==> src/rtl/adder_pkg.sv <==
// rtl/adder_pkg.sv - state encodings and sizing helper for seq_nbit_adder
package adder_pkg;

  localparam logic [1:0] ST_IDLE = 2'd0;
  localparam logic [1:0] ST_RUN  = 2'd1;
  localparam logic [1:0] ST_DONE = 2'd2;

  // Counter width; never below one bit so a single-digit adder still has a counter.
  function automatic int clog2_min1(input int n);
    int r;
    for (r = 0; (1 << r) < n; r++) begin
    end
    return (r < 1) ? 1 : r;
  endfunction

endpackage

==> src/rtl/digit_adder.sv <==
// rtl/digit_adder.sv - combinational DIGIT-bit adder slice with carry in/out
module digit_adder #(
  parameter int DIGIT = 2
) (
  input  logic [DIGIT-1:0] a,
  input  logic [DIGIT-1:0] b,
  input  logic             ci,
  output logic [DIGIT-1:0] s,
  output logic             co
);

  assign {co, s} = {1'b0, a} + {1'b0, b} + {{DIGIT{1'b0}}, ci};

endmodule

==> src/rtl/seq_nbit_adder.sv <==
// rtl/seq_nbit_adder.sv - multi-cycle WIDTH-bit adder, DIGIT bits per clock; optional ADDER_OVERFLOW_EN
module seq_nbit_adder
  import adder_pkg::*;
#(
  parameter int WIDTH = 8,
  parameter int DIGIT = 2
) (
  input  logic             clk,
  input  logic             reset,
  input  logic             start,
  input  logic [WIDTH-1:0] x,
  input  logic [WIDTH-1:0] y,
  input  logic             cin,
  output logic             busy,
  output logic             done,
  output logic [WIDTH-1:0] z,
  output logic             carry
`ifdef ADDER_OVERFLOW_EN
  ,
  output logic             overflow
`endif
);

  localparam int NDIG = WIDTH / DIGIT;
  localparam int CW   = clog2_min1(NDIG);
  localparam logic [CW-1:0] LAST = CW'(NDIG - 1);

  if (WIDTH < 2 || DIGIT < 1 || (WIDTH % DIGIT) != 0) begin : g_bad_params
    $error("seq_nbit_adder: WIDTH must be >= 2 and a multiple of DIGIT");
  end

  logic [1:0]             state;
  logic [CW-1:0]          cnt;
  logic [WIDTH-1:0]       a_sr;
  logic [WIDTH-1:0]       b_sr;
  logic [WIDTH-1:0]       res_sr;
  logic                   c_r;
  logic [DIGIT-1:0]       dsum;
  logic                   dco;
  logic [WIDTH+DIGIT-1:0] res_cat;
  logic [WIDTH-1:0]       res_next;

  digit_adder #(.DIGIT(DIGIT)) u_digit (
    .a  (a_sr[DIGIT-1:0]),
    .b  (b_sr[DIGIT-1:0]),
    .ci (c_r),
    .s  (dsum),
    .co (dco)
  );

  // New digit enters at the top; after NDIG shifts the low digit sits at bit 0.
  assign res_cat  = {dsum, res_sr};
  assign res_next = res_cat[WIDTH+DIGIT-1:DIGIT];

  assign busy = (state == ST_RUN);
  assign done = (state == ST_DONE);

`ifdef ADDER_OVERFLOW_EN
  logic x_msb;
  logic y_msb;
`endif

  always_ff @(posedge clk) begin
    if (reset) begin
      state  <= ST_IDLE;
      cnt    <= '0;
      a_sr   <= '0;
      b_sr   <= '0;
      res_sr <= '0;
      c_r    <= 1'b0;
      z      <= '0;
      carry  <= 1'b0;
`ifdef ADDER_OVERFLOW_EN
      x_msb    <= 1'b0;
      y_msb    <= 1'b0;
      overflow <= 1'b0;
`endif
    end else begin
      case (state)
        ST_RUN: begin
          a_sr   <= a_sr >> DIGIT;
          b_sr   <= b_sr >> DIGIT;
          res_sr <= res_next;
          c_r    <= dco;
          cnt    <= cnt + CW'(1);
          if (cnt == LAST) begin
            z     <= res_next;
            carry <= dco;
`ifdef ADDER_OVERFLOW_EN
            overflow <= (x_msb == y_msb) && (dsum[DIGIT-1] != x_msb);
`endif
            state <= ST_DONE;
          end
        end
        // IDLE, DONE and the unused encoding all accept a new operation.
        default: begin
          if (start) begin
            a_sr  <= x;
            b_sr  <= y;
            c_r   <= cin;
            cnt   <= '0;
`ifdef ADDER_OVERFLOW_EN
            x_msb <= x[WIDTH-1];
            y_msb <= y[WIDTH-1];
`endif
            state <= ST_RUN;
          end else begin
            state <= ST_IDLE;
          end
        end
      endcase
    end
  end

endmodule

==> config.mk <==
export PLATFORM = sky130hd
export DESIGN_NAME = seq_nbit_adder
export DESIGN_NICKNAME = d
export VERILOG_FILES = /design/src/rtl/adder_pkg.sv /design/src/rtl/digit_adder.sv /design/src/rtl/seq_nbit_adder.sv
export SDC_FILE = /design/constraint.sdc
export NUM_CORES = 1
export LEC_CHECK = 0
export CORE_MARGIN = 5
export CORE_UTILIZATION = 53
export CTS_CLUSTER_SIZE = 40
export DETAILED_ROUTE_END_ITERATION = 7
export PLACE_DENSITY = 0.89
export SYNTH_ARGS = -nofsm -noshare
export SYNTH_HDL_FRONTEND = slang
export SYNTH_SLANG_ARGS = --single-unit
==> constraint.sdc <==
create_clock -name clk -period 2.6 [get_ports clk]
set_input_delay 0.52 -clock clk [delete_from_list [all_inputs] [get_ports clk]]
set_output_delay 0.52 -clock clk [all_outputs]
set_load 0.01 [all_outputs]
==> flow_summary.toml <==
[sta]
worst_pin_slew_ns = 0.407
hold_viol = 0
final_max_slew_viol_count = 0
slew_headroom_pct = 72.8
setup-violations-final = 0
rsz0062_at_grt = "no"
fmax_mhz = 456
setup_tns_ns = 0
layout_min_cycle_time_ns = 2.19
timing.final.ws_setup_ns = 0.407
clock_skew_ns = 0.00905
timing.final.crit_share_pct = 84.4

[cts]
clock_path_buffers = 2
clkLatencyLatePin_ns = 0.34
cts-root-buf = "clkbuf_4"
numCtsBuffers = 5
cts_tree = "built"
cts.htree.levels = 2
path_clk_slew_ns = 0.10
cts_resized = 0
ctsHoldBuffers = 0
cts_sinks = 36
cts_setup_buffers = 0

[placed_design]
port_buffers = 30
dp.cells = 209
placed_area_mm2 = 0.00176
preCtsSetupSlack_ns = 0.778
gp_congestion = 0.714
detailed_place_hpwl_um = 2110

[die]
core_area_mm2 = 0.00269
start_util_pct = 54.1
ios = 31
fp-row-count = 19
dieArea_mm2 = 0.00389
dieWidth_um = 62.4
die_y_um = 62.4

[logic_synthesis]
syn_area_per_cell_um2 = 9.32
syn_nets = 179
ys_async_sr_fraction_pct = 0
post-synth-top-count-cell = "dfxtp_1"
synth_edf_count = 0
synth_top_area_share_pct = 49.6
synth_top_area_cell = "dfxtp_1"
synth_flop_cell = "dfxtp_1"
yosysWarnings = 0
synth_cell_types = 24
syn_inst = 156
ys_ff_latch = 36
ys_seq_area_share_pct = 49.6
yosys-top-cells-count = "dfxtp_1, nand2_1, nor2_1"
ys_top_cells_by_area = "dfxtp_1, mux2i_1, a211oi_1"
syn_area_mm2 = 0.00145

[hold_path]
min_to = "res_sr[2]"
worstHoldStart = "res_sr[2]"
hold_class = "reg -> reg"
whs_path_depth = 2

[drt]
avgViaCountPerCell = 5.49
wl_per_cell_um = 13.4
drtAntennaViolNets = 0
drt_first_iter_violations = 17
drc = 0
vias = 1186
firstDrtPassIters = 4
routed_wl_um = 2900

[grt]
grt_start_max_net_pins = 37
gr-usage-all-layers_pct = 17.5
grt_pass1_vias = 1232
grt_pass1_wl_um = 5490
antenna_found_initial = 0
grt_overflow = 0

[layout]
multi_input_area_um2 = 653
fin_area_mm2 = 0.00180
area_growth_pct = 24.1
drive_gt1_share_pct = 6.49
nNetsFinal = 208
final_util_pct = 67.2
seq_area_um2 = 721
fin_cells = 216
nFillCells = 209
antenna_cells = 0

[worst_setup_path]
worst_ep_required_time_ns = 2.08
worst_path_largest_cell_delay_ns = 0.59
crit_slowest_cell = "clkdlybuf4s50_1"
rrSetupSlack_ns = 1.01
end_kind = "primary output"
crit_type = "reg -> out"
r2r_start = "a_sr[0]"
rr_worst_depth = 4
crit_fanout = 17
r2r_end = "z[7]"
start_kind = "register"
crit_family = "buffers and inverters"
crit_chain = "nand2b_2 > inv_2 > clkdlybuf4s50_1"
path_buf_inv = 2
arrival_ns = 1.67

[pwr]
power_density_mw_per_mm2 = 552
p_leak_nw = 0.688
ir_drop_mv = 0.478

[status]
outcome = "complete, no violations"

[job]
cap_violations = 0
-- layer usage --
metal	global-route usage [%]	wire length, um	up-vias
met5	0	0	-
met4	11.7	99	0
met3	4.86	131	9
met2	28.9	1490	28
met1	19.3	1180	558
li1	-	-	591
-- logic make-up (layout without fill, tap and decap cells) --
| kind of cell | after synthesis | after routing | synth area share [%] |
|---|---|---|---|
| fa+ha+maj | 3 | 3 | 3.61 |
| flops | 36 | 36 | 49.6 |
| buf+inv | 17 | 46 | 5.51 |
| mux | 16 | 16 | 11.0 |
| simple gates | 52 | 52 | 15.6 |
| compound gates | 32 | 32 | 14.7 |
-- placed cells by master (no fill, tap or decap) --
cell / n
fa_1: 2
nor2_1: 19
a211oi_1: 16
mux2i_1: 16
inv_2: 1
ha_1: 1
clkinv_2: 1
clkdlybuf4s50_1: 30
nor3_1: 4
nand3b_1: 3
clkbuf_4: 5
o21a_1: 1
inv_1: 5
nand2_1: 22
nand2b_1: 1
o21ai_0: 1
nand2b_2: 1
and3b_1: 1
dfxtp_1: 36
clkbuf_1: 1
a211oi_2: 1
a21oi_1: 12
a221oi_1: 1
nor2b_1: 1
buf_4: 3
-- sequential cells by signal, summed over array words and instances (netlist names) --
| name | flops |
|---|---|
| a_sr | 8 |
| b_sr | 8 |
| c_r | 1 |
| carry | 1 |
| cnt | 2 |
| res_sr | 6 |
| state | 2 |
| z | 8 |
-- final cells by class --
| cell class | count | area share, % |
|---|---|---|
| sequential | 36 | 39.9 |
| timing repair buffer | 33 | 17.9 |
| tap | 31 | 2.15 |
| clock inverter | 1 | 0.277 |
| clock buffer | 6 | 2.29 |
| multi-input combinational | 103 | 36.2 |
| inverter | 6 | 1.25 |
-- worst max path at each step --
stage | slack, ns | depth (start not counted) | end | startpoint
2_1_floorplan | 1.11 | 4 | res_sr[7] | a_sr[0]
5_1_grt | 0.29 | 3 | busy | state[1]
3_3_place_gp | 0.81 | 3 | busy | state[1]
3_5_place_dp | 0.78 | 3 | busy | state[1]
6_report | 0.41 | 3 | busy | state[1]
4_1_cts | 0.37 | 3 | busy | state[1]
-- worst min-delay path, cell delays in order, from the launching register on --
cell,delay (ns)
dfxtp_1,0.32
nand2_1,0.05
a21oi_1,0.05
-- report_power, final --
group | leakage, nW | internal (mW) | switching [mW] | total (mW)
Combinational | 0.365 | 0.0687 | 0.0665 | 0.135
Sequential | 0.295 | 0.579 | 0.0160 | 0.595
Clock | 0.0281 | 0.0994 | 0.167 | 0.266
-- per-stage QoR --
step / hold slack, ns / power, mW
finish: 0.460 / 0.996
global route: 0.493 / 1.06
CTS: 0.462 / 1.01
detailed placement: 0.448 / 0.743
global placement: 0.442 / 0.735
floorplan: 0.432 / 0.692
No activity file was read; power rests on OpenSTA's default activity.
==> RTL edit 1, RTL diff (config.mk and constraints unchanged) <==
Make the reset (`reset`) asynchronous in one clocked block.
--- a/src/rtl/seq_nbit_adder.sv
+++ b/src/rtl/seq_nbit_adder.sv
@@ -62,3 +62,3 @@
 
-  always_ff @(posedge clk) begin
+  always_ff @(posedge clk or posedge reset) begin
     if (reset) begin
Formal check against the unedited RTL: differs if reset is asserted again (counterexample within 4 cycles, from zero or initial values and one cycle with reset high); with reset held inactive, the same outputs for 10 cycles.
==> RTL edit 1 against the original RTL <==
  * Non-clock buffer count stayed put
  * Final area is 16% higher
  * Wire length is 5.3% higher
  * Count of clock-buffer cells in the layout is 1 higher
  * Via count is 19% lower
  * Clock skew is 0.0039 ns lower
  * Sequential cell count stayed put
  * Worst setup slack worse by 0.043 ns
  * Synthesized area is 18% higher
Power is not compared: it rests on default switching activity, and its combinational part moved more than twofold at a synthesized area within 25%.
==> RTL edit 1: results (changes against the original RTL) <==
largest registers -> a_sr (8), b_sr (8), z (8)
Unique masters post-synth -> 16 (-33%)
Fill cells -> 213 (+1.9%)
routed wire length -> 3058 um (+5.3%)
sw power -> 0.7753 mW
vias in the first global route -> 1120 (-9.1%)
Top FF cell, synth -> dfrtp_1
met1 Resource Use GR -> 18.46% (-0.88 points)
met3 usage -> 2.530% (-2.3 points)
clk_skew -> 0.005142 ns (-0.003906 ns)
Total GRT Usage -> 16.20% (-1.3 points)
Antenna diodes -> 0 (unchanged)
min cycle time layout -> 2.236 ns (+0.04276 ns)
sequential fraction of the synthesis area -> 52.63% (+3.1 points)
DRT iter0 DRCs -> 35 (+18)
number of buffers created by CTS -> 5 (unchanged)
worst slack, placed -> 0.5592 ns (-0.2184 ns)
reg2reg setup slack -> 0.95 ns (-0.06 ns)
most instantiated cells after synthesis -> 36 x dfrtp_1, 20 x mux2_4, 13 x inv_1, 13 x mux2_2, 13 x mux2i_1
top post-synthesis cells by area -> dfrtp_1 53%, mux2_4 18%, mux2_2 8.6%
R2R Path Start -> a_sr[0]$_DFFE_PP0P_
Rel. slew slack -> 63.95% (-8.9 points)
crit path from -> state[1]$_DFFE_PP0P_
hpwl dp -> 2153 um (+2.2%)
Min Hold Slack -> 0.5034 ns (+0.04389 ns)
postcts setup bufs -> 0 (unchanged)
Net count, final -> 173 (-17%)
crit path max fanout -> 10 (-7)
CTS max path bufs -> 2 (unchanged)
drt first pass iters -> 4 (unchanged)
global-route wire length before repair -> 5202 um (-5.2%)
RePlAce Congestion -> 0.7697 (+7.8%)
outcome -> completed
FFs w/ async S/R, synth -> 100.0% (+100 points)
met2 GRT Util -> 28.09% (-0.79 points)
clock-pin slew on the worst setup and hold paths -> 0.11 ns
share of layout cells above drive strength 1 -> 29.33% (+23 points)
vias -> 961 (-19%)
Synthesized Nets -> 138 (-23%)
pin count of the biggest net entering global routing -> 37 (unchanged)
H-tree depth -> 2 (unchanged)
Synth warnings -> 0 (unchanged)
leakage dissipation -> 1.026 nW
number of port buffers -> 30 (unchanged)
hold_sp -> cnt[0]$_DFFE_PP0P_
Critical Path AT -> 1.72 ns (+0.05 ns)
[RTL edit 1: logic make-up (layout without fill, tap and decap cells)]
logic type | count (synthesis) | in the layout | share of synthesized area (%)
DFF | 36 | 36 | 52.63
adders and majority gates | 3 | 3 | 3.070
buffers and inverters | 19 | 54 | 6.505
and+or+nand+nor | 9 | 9 | 2.777
muxes | 48 | 48 | 35.01
[RTL edit 1: layout make-up]
| class | count | share of cell area, % |
|---|---|---|
| inverters | 14 | 2.507 |
| flip-flops and latches | 36 | 42.99 |
| multi-input cells | 60 | 33.37 |
| clock buffers | 7 | 3.104 |
| well taps | 44 | 2.627 |
| repair buffers | 33 | 15.40 |
[RTL edit 1: worst max-delay path: stages (launching register included)]
cell and delay, ns:
dfrtp_1 0.40, nand2b_1 0.18, inv_2 0.20, clkdlybuf4s50_1 0.58
[RTL edit 1: worst paths after layout]
kind,end,depth (start not counted)
min in group asynchronous,z[3]$_DFFE_PP0P_,3
worst min register to register,cnt[0]$_DFFE_PP0P_,1
worst min-delay path,cnt[0]$_DFFE_PP0P_,1
max in group asynchronous,z[0]$_DFFE_PP0P_,3
worst max register to register,z[7]$_DFFE_PP0P_,4
worst max-delay path,busy,3
[RTL edit 1: layer usage]
metal / up-vias / wire, um
li1: 451 / -
met2: 19 / 1574
met5: - / 0
met4: 0 / 83
met1: 484 / 1311
met3: 7 / 89
[RTL edit 1: power groups by stage]
| stage | clock, mW | sequential, mW | combinational, mW |
|---|---|---|---|
| 2_1_floorplan | 0 | 0.970 | 0.805 |
| 3_3_place_gp | 0 | 0.960 | 1.07 |
| 3_5_place_dp | 0 | 0.977 | 1.13 |
| 4_1_cts | 0.341 | 0.967 | 1.13 |
| 5_1_grt | 0.364 | 1.00 | 1.21 |
| 6_report | 0.339 | 0.967 | 1.12 |
[RTL edit 1: stage by stage]
stage	cell area [um2]	total power, mW	cells	utilization, %
after floorplan	1712	1.774	115	-
after global placement	2031	2.030	187	65.98
after detailed placement	2031	2.105	187	65.98
after CTS	2096	2.443	194	68.09
after global routing	2096	2.572	194	68.09
final	2096	2.421	194	68.09
==> RTL edit 2, RTL diff (config.mk and constraints unchanged) <==
Without the edit above. `DIGIT` is set to 2 in 2 places; all go to 4.
--- a/src/rtl/digit_adder.sv
+++ b/src/rtl/digit_adder.sv
@@ -2,3 +2,3 @@
 module digit_adder #(
-  parameter int DIGIT = 2
+  parameter int DIGIT = 4
 ) (
--- a/src/rtl/seq_nbit_adder.sv
+++ b/src/rtl/seq_nbit_adder.sv
@@ -5,3 +5,3 @@
   parameter int WIDTH = 8,
-  parameter int DIGIT = 2
+  parameter int DIGIT = 4
 ) (
Check against the original RTL: not equivalent (a bounded check fails within 4 cycles, from zero or initial values and one cycle with reset high).
==> RTL edit 2 against the original RTL <==
  * Global-route usage shrank 1.5 points
  * Sequential cell count shrank 3
  * Wire length grew 2.4%
  * Power grew 2.3%
  * First-iteration DRC count grew 53%
  * Sequential share of layout area shrank 3.4 points
  * Register-to-register slack lost 0.32 ns
  * Clock skew shrank 0.0068 ns
  * Synthesized area grew 1.2%
  * Final area grew 0.14%
  * Worst setup slack lost 0.070 ns
  * Critical path depth is the same
==> RTL edit 2: results (changes against the original RTL) <==
routed wire length -> 2974 um (+2.4%)
Signal buffers -> 32 (-3.0%)
Seq cells post-synth -> 33 (-8.3%)
Rel. slew slack -> 55.41% (-17 points)
Synthesized Nets -> 175 (-2.2%)
Min-Delay Endpoint -> z[0]$_SDFFE_PP0P_
RePlAce Congestion -> 0.8320 (+17%)
clk_skew -> 0.002281 ns (-0.006767 ns)
vias -> 1117 (-5.8%)
clk tree area frac -> 3.047% (+0.48 points)
pin count of the biggest net entering global routing -> 23 (-38%)
global-route wire length before repair -> 4905 um (-11%)
Total GRT Usage -> 15.98% (-1.5 points)
multi-input logic area -> 710.7 um2 (+8.8%)
Min Hold Slack -> 0.4581 ns (-0.001411 ns)
hold_sp -> res_sr[4]$_SDFFE_PP0P_
critical path's largest stage delay -> 0.57 ns (-0.02 ns)
DRT iter0 DRCs -> 26 (+9)
crit path from -> state[0]$_SDFFE_PP0N_
#MultiIn Comb -> 100 (-2.9%)
met2 wire length -> 1510 um (+1.2%)
clock buffers -> 7 (+1)
Fill cells -> 236 (+13%)
top post-synthesis cells by area -> dfxtp_1 45%, mux2i_1 11%, nor2_1 5.9%
maximum vdd ir drop -> 0.3872 mV (-19%)
invs w/o clock -> 7 (+1)
outcome -> completed
leakage dissipation -> 0.7003 nW (+1.8%)
Critical Path AT -> 1.74 ns (+0.07 ns)
r2r worst-path depth -> 6 (+2)
M1 WL -> 1171 um (-0.76%)
crit path max fanout -> 22 (+5)
share of layout cells above drive strength 1 -> 8.380% (+1.9 points)
reg2reg setup slack -> 0.69 ns (-0.32 ns)
Reg2Reg Capture Point -> carry$_SDFFE_PP0P_
met3 wire len -> 190 um (+45%)
worst slack, placed -> 0.5601 ns (-0.2176 ns)
fraction of area in registers -> 36.57% (-3.4 points)
Net count, final -> 204 (-1.9%)
met1 Resource Use GR -> 15.76% (-3.6 points)
-- RTL edit 2: logic make-up after synthesis --
| kind of cell | synth area share [%] |
|---|---|
| buffers and inverters | 6.802 |
| muxes | 10.88 |
| AOI/OAI and AO/OA | 15.05 |
| adders and majority gates | 5.272 |
| DFF | 44.90 |
| and+or+nand+nor | 16.50 |
| xor gates and xnor gates | 0.5953 |
-- RTL edit 2: through the flow --
stage	instance area, um2	cells
2_1_floorplan	1471	150
6_report	1807	210
4_1_cts	1807	210
3_5_place_dp	1752	203
5_1_grt	1807	210
3_3_place_gp	1752	203
-- RTL edit 2: worst min-delay path: stages (launching register included) --
cell and delay [ns]:
dfxtp_1 0.32, nand2_1 0.05, a21oi_1 0.05
-- RTL edit 2: power by group --
part | internal, mW | switching [mW] | leakage [nW]
Sequential | 0.537 | 0.0192 | 0.270
Clock | 0.127 | 0.158 | 0.0314
Combinational | 0.0896 | 0.0874 | 0.399
Total | 0.754 | 0.265 | 0.700
